`src/rtl/sum_collect.sv`:
```
// sum_collect: gathers an LSB-first bit-serial sum and its carry from two 4-phase channels into a valid/ready word.
module sum_collect #(
  parameter int   WIDTH       = 8,
  parameter logic Rpol        = 1'b0,
  parameter int   SYNC_STAGES = 2
) (
  input  logic             clk,
  input  logic             rst,
  input  logic             r_i,
  output logic             a_i,
  input  logic             d_i,
  input  logic             rc_i,
  output logic             ac_i,
  input  logic             dc_i,
  output logic             o_valid,
  input  logic             o_ready,
  output logic [WIDTH-1:0] o_sum,
  output logic             o_cout
);
  localparam int IW = $clog2(WIDTH);
  typedef enum logic [2:0] {S_BIT, S_BIT_REL, S_CARRY, S_CARRY_REL, S_OUT} state_t;
  state_t                 state_q, state_d;
  logic [IW-1:0]          idx_q, idx_d;
  logic [SYNC_STAGES-1:0] rs_q, rs_d, cs_q, cs_d;
  logic                   a_q, a_d, ac_q, ac_d, valid_q, valid_d, cout_q, cout_d;
  logic [WIDTH-1:0]       sum_q, sum_d;
  logic                   r_act, c_act, last;
  assign r_act = rs_q[SYNC_STAGES-1] != Rpol;
  assign c_act = cs_q[SYNC_STAGES-1] != Rpol;
  assign last  = idx_q == IW'(WIDTH - 1);
  always_comb begin
    rs_d    = {rs_q[SYNC_STAGES-2:0], r_i};
    cs_d    = {cs_q[SYNC_STAGES-2:0], rc_i};
    state_d = state_q;
    idx_d   = idx_q;
    a_d     = a_q;
    ac_d    = ac_q;
    valid_d = valid_q;
    sum_d   = sum_q;
    cout_d  = cout_q;
    case (state_q)
      S_BIT: if (r_act) begin
        sum_d[idx_q] = d_i;
        a_d          = ~Rpol;
        state_d      = S_BIT_REL;
      end
      S_BIT_REL: if (!r_act) begin
        a_d     = Rpol;
        idx_d   = last ? '0 : idx_q + 1'b1;
        state_d = last ? S_CARRY : S_BIT;
      end
      S_CARRY: if (c_act) begin
        cout_d  = dc_i;
        ac_d    = ~Rpol;
        state_d = S_CARRY_REL;
      end
      S_CARRY_REL: if (!c_act) begin
        ac_d    = Rpol;
        valid_d = 1'b1;
        state_d = S_OUT;
      end
      S_OUT: if (o_ready) begin
        valid_d = 1'b0;
        state_d = S_BIT;
      end
      default: state_d = S_BIT;
    endcase
  end
  always_ff @(posedge clk) begin
    if (rst) begin
      state_q <= S_BIT;
      idx_q   <= '0;
      rs_q    <= {SYNC_STAGES{Rpol}};
      cs_q    <= {SYNC_STAGES{Rpol}};
      a_q     <= Rpol;
      ac_q    <= Rpol;
      valid_q <= 1'b0;
      sum_q   <= '0;
      cout_q  <= 1'b0;
    end else begin
      state_q <= state_d;
      idx_q   <= idx_d;
      rs_q    <= rs_d;
      cs_q    <= cs_d;
      a_q     <= a_d;
      ac_q    <= ac_d;
      valid_q <= valid_d;
      sum_q   <= sum_d;
      cout_q  <= cout_d;
    end
  end
  assign a_i     = a_q;
  assign ac_i    = ac_q;
  assign o_valid = valid_q;
  assign o_sum   = sum_q;
  assign o_cout  = cout_q;
endmodule

```
`config.mk`:
```
export PLATFORM = sky130hd
export DESIGN_NAME = sum_collect
export DESIGN_NICKNAME = d
export VERILOG_FILES = /design/src/rtl/sum_collect.sv
export SDC_FILE = /design/constraint.sdc
export NUM_CORES = 1
export LEC_CHECK = 0
export BUFFER_PORTS_ARGS = -buffer_cell sky130_fd_sc_hd__buf_2
export CELL_PAD_IN_SITES_DETAIL_PLACEMENT = 2
export CELL_PAD_IN_SITES_GLOBAL_PLACEMENT = 2
export CORE_UTILIZATION = 34
export DETAILED_ROUTE_END_ITERATION = 8
export GPL_TIMING_DRIVEN = 0
export PLACE_DENSITY_LB_ADDON = 0.1
export SETUP_SLACK_MARGIN = 0.02
export SLEW_MARGIN = 20
export SYNTH_ARGS = -nofsm -noshare
export SYNTH_HDL_FRONTEND = slang
export SYNTH_SLANG_ARGS = --single-unit
```
`constraint.sdc`:
```
create_clock -name clk -period 1.5 [get_ports clk]
set_input_delay 0 -clock clk [delete_from_list [all_inputs] [get_ports clk]]
set_output_delay 0 -clock clk [all_outputs]
set_load 0.01 [all_outputs]
```
==> reports/metrics.csv <==
metric,value,unit
status,finished with violations,
violated checks,DRC,
Worst Path Arrival,1.64,ns
Leak,0.000596,µW
DRC,1,
area grow syn2layout,25.1,%
routed wire length,2700,µm
RSZ-0062 raised after global routing,no,
IO Pins,19,
Max Slew Vio Count,0,
Routed Antenna Nets,0,
vias per cell,5.18,
Vert. Die Dim,57.9,µm
Synth area leader,dfxtp_1,
CTS Sinks,22,
area post-placement,1190,µm²
Core ar.,2850,µm²
synthesized area per cell,10.2,µm²
synth top area cells,"dfxtp_1 41%, mux2i_1 13%, nand2b_1 5.3%",
CTS tree,built,
share of layout cells above drive strength 1,30.8,%
Clock Latency Late Sink,0.31,ns
Finish-stage setup viols,0,
total track usage,18.5,%
antenna cells,0,
Yosys reg bits,22,
CP startpoint kind,register,
Initial Util,37.3,%
DR vias,849,
"commonest non-fill, non-tap cells in the layout","20 x dfxtp_1, 18 x buf_2, 14 x mux2i_1",
Syn Inst Count,104,
fin crit share,95.0,%
PwrDens,899,nW/µm²
first-pass detailed-route iteration total,6,
Placer Congestion,0.724,
largest net degree at the start of global routing,14,
Hold Fails Final Rpt,0,
"Critical Path, Cell by Cell",ha_1 > ha_2 > and4bb_1 > a211oi_2 > a221oi_2,
Final Instance Count excl. Fillers,164,
"commonest non-fill, non-tap cell in the layout",dfxtp_1,
number of max-cap violations,0,
vias in the first global route,937,
grt ovf,0,
CTS max path bufs,2,
die span in x,57.9,µm
library cells used by synthesis,28,
Max VDD drop,0.533,mV
initial antenna violation count,0,
Final Core Density,46.6,%
reg2reg setup slack,0.08,ns
detailed placement HPWL,1980,µm
Port Buffers,18,
placed cell count,153,
Final #Nets,143,
global-route wire length before repair,4620,µm
skew final,0.0134,ns
Ys Warns,0,
CTS Root Cell,clkbuf_4,
worst slew pin tran,0.367,ns
Slew headroom,75.5,%
post-synth top area share,41.4,%
Site Rows,19,
HP Class,in -> reg,
post-synth net total,113,
Crit-path slowest cell,dfxtp_4,
CP Class,reg -> reg,
CTS buffer count,3,
critical path peak fanout,3,
ys async rst share,0,%
Post-synth EDFFs,0,
clk slew on worst S/H paths,0.14,ns
Avg WL per Cell,16.5,µm
post-synthesis sequential area ratio,41.4,%
H-tree levels,1,
Worst setup EP type,register,
1st-iter DRT viols,23,
Max Freq,702,MHz
ys flop type,dfxtp_1,
Required @ worst endpoint,1.71,ns
Period minus WS final,1.42,ns
Finished Cell Area,1330,µm²
CP peak stage delay,0.37,ns
Synth Cell Area,1060,µm²
die area,3360,µm²
## synth_stat cells (3+ instances only)
cell type / number
a21oi_1: 3
and4bb_1: 3
buf_4: 4
dfxtp_1: 22
mux2i_1: 14
nand2_1: 3
nand2b_1: 9
nand3_1: 4
nor2_1: 10
nor2b_1: 5
## per-stage QoR
stage               power (µW)  worst slack (ns)  hold slack, ns  setup TNS (ns)
floorplan                  702             0.178           0.128               0
global placement           734            0.0701           0.213               0
detailed placement         740           -0.0642           0.224         -0.0642
CTS                       1210            0.0498          0.0593               0
global route              1260            0.0322          0.0908               0
finish                    1200            0.0756          0.0733               0
## repair_timing
item,CTS,global route
setup buffers,0,3
pin swaps,0,1
endpoints found under the hold margin,4,0
setup endpoints to repair,1,10
resized for setup,4,5
hold buffers,4,0
## state kept, by name, summed over array words and instances (netlist names)
| signal | flops |
|---|---|
| rs_q | 2 |
| ac_i | 1 |
| o_valid | 1 |
| state_q | 3 |
| o_cout | 1 |
| a_i | 1 |
| cs_q | 2 |
| idx_q | 3 |
| o_sum | 8 |
## worst max-delay path, delay by kind of cell (launching register included)
family	cells	cell delay, ns
DFF	1	0.37
AOI/OAI and AO/OA	2	0.35
and+or+nand+nor	1	0.20
adders and majority gates	2	0.40
## layer usage
metal	wire length (µm)	part of all wire [%]	vias up	global-route usage (%)
li1	-	-	427	-
met1	1230	46	406	23.6
met2	1360	51	14	32.0
met3	89	3.3	2	4.69
met4	14	0.52	0	3.06
met5	0	0	-	0
## path summary, 6_finish.rpt
kind / from / to / cells after the start
min reg2reg: cs_q[0] / cs_q[1] / 1
max reg2reg: idx_q[0] / state_q[1] / 5
min: o_ready / state_q[2] / 4
max: idx_q[0] / state_q[1] / 5
## power breakdown
part,internal (µW),switching (µW)
Combinational,60.6,60.9
Sequential,598,18.3
Clock,270,188
Total,928,268
## logic make-up (layout without fill, tap and decap cells)
logic type / after synthesis / in the layout / share of synthesized area (%)
mux: 15 / 15 / 14.2
compound gates: 12 / 12 / 8.00
fa+ha+maj: 2 / 2 / 2.35
flops: 22 / 22 / 41.4
buf+inv: 8 / 37 / 4.23
simple gates: 45 / 45 / 29.8
## area by class of cell
type                            count  area [µm²]
Multi-Input combinational cell     74         592
Inverter                            1        3.75
Clock inverter                      1        30.0
Clock buffer                        3        22.5
Tap cell                           31        38.8
Fill cell                         318        1520
Timing Repair Buffer               25         153
Buffer                              7        42.5
Sequential cell                    22         448
Power figures use the tool's default switching activity.
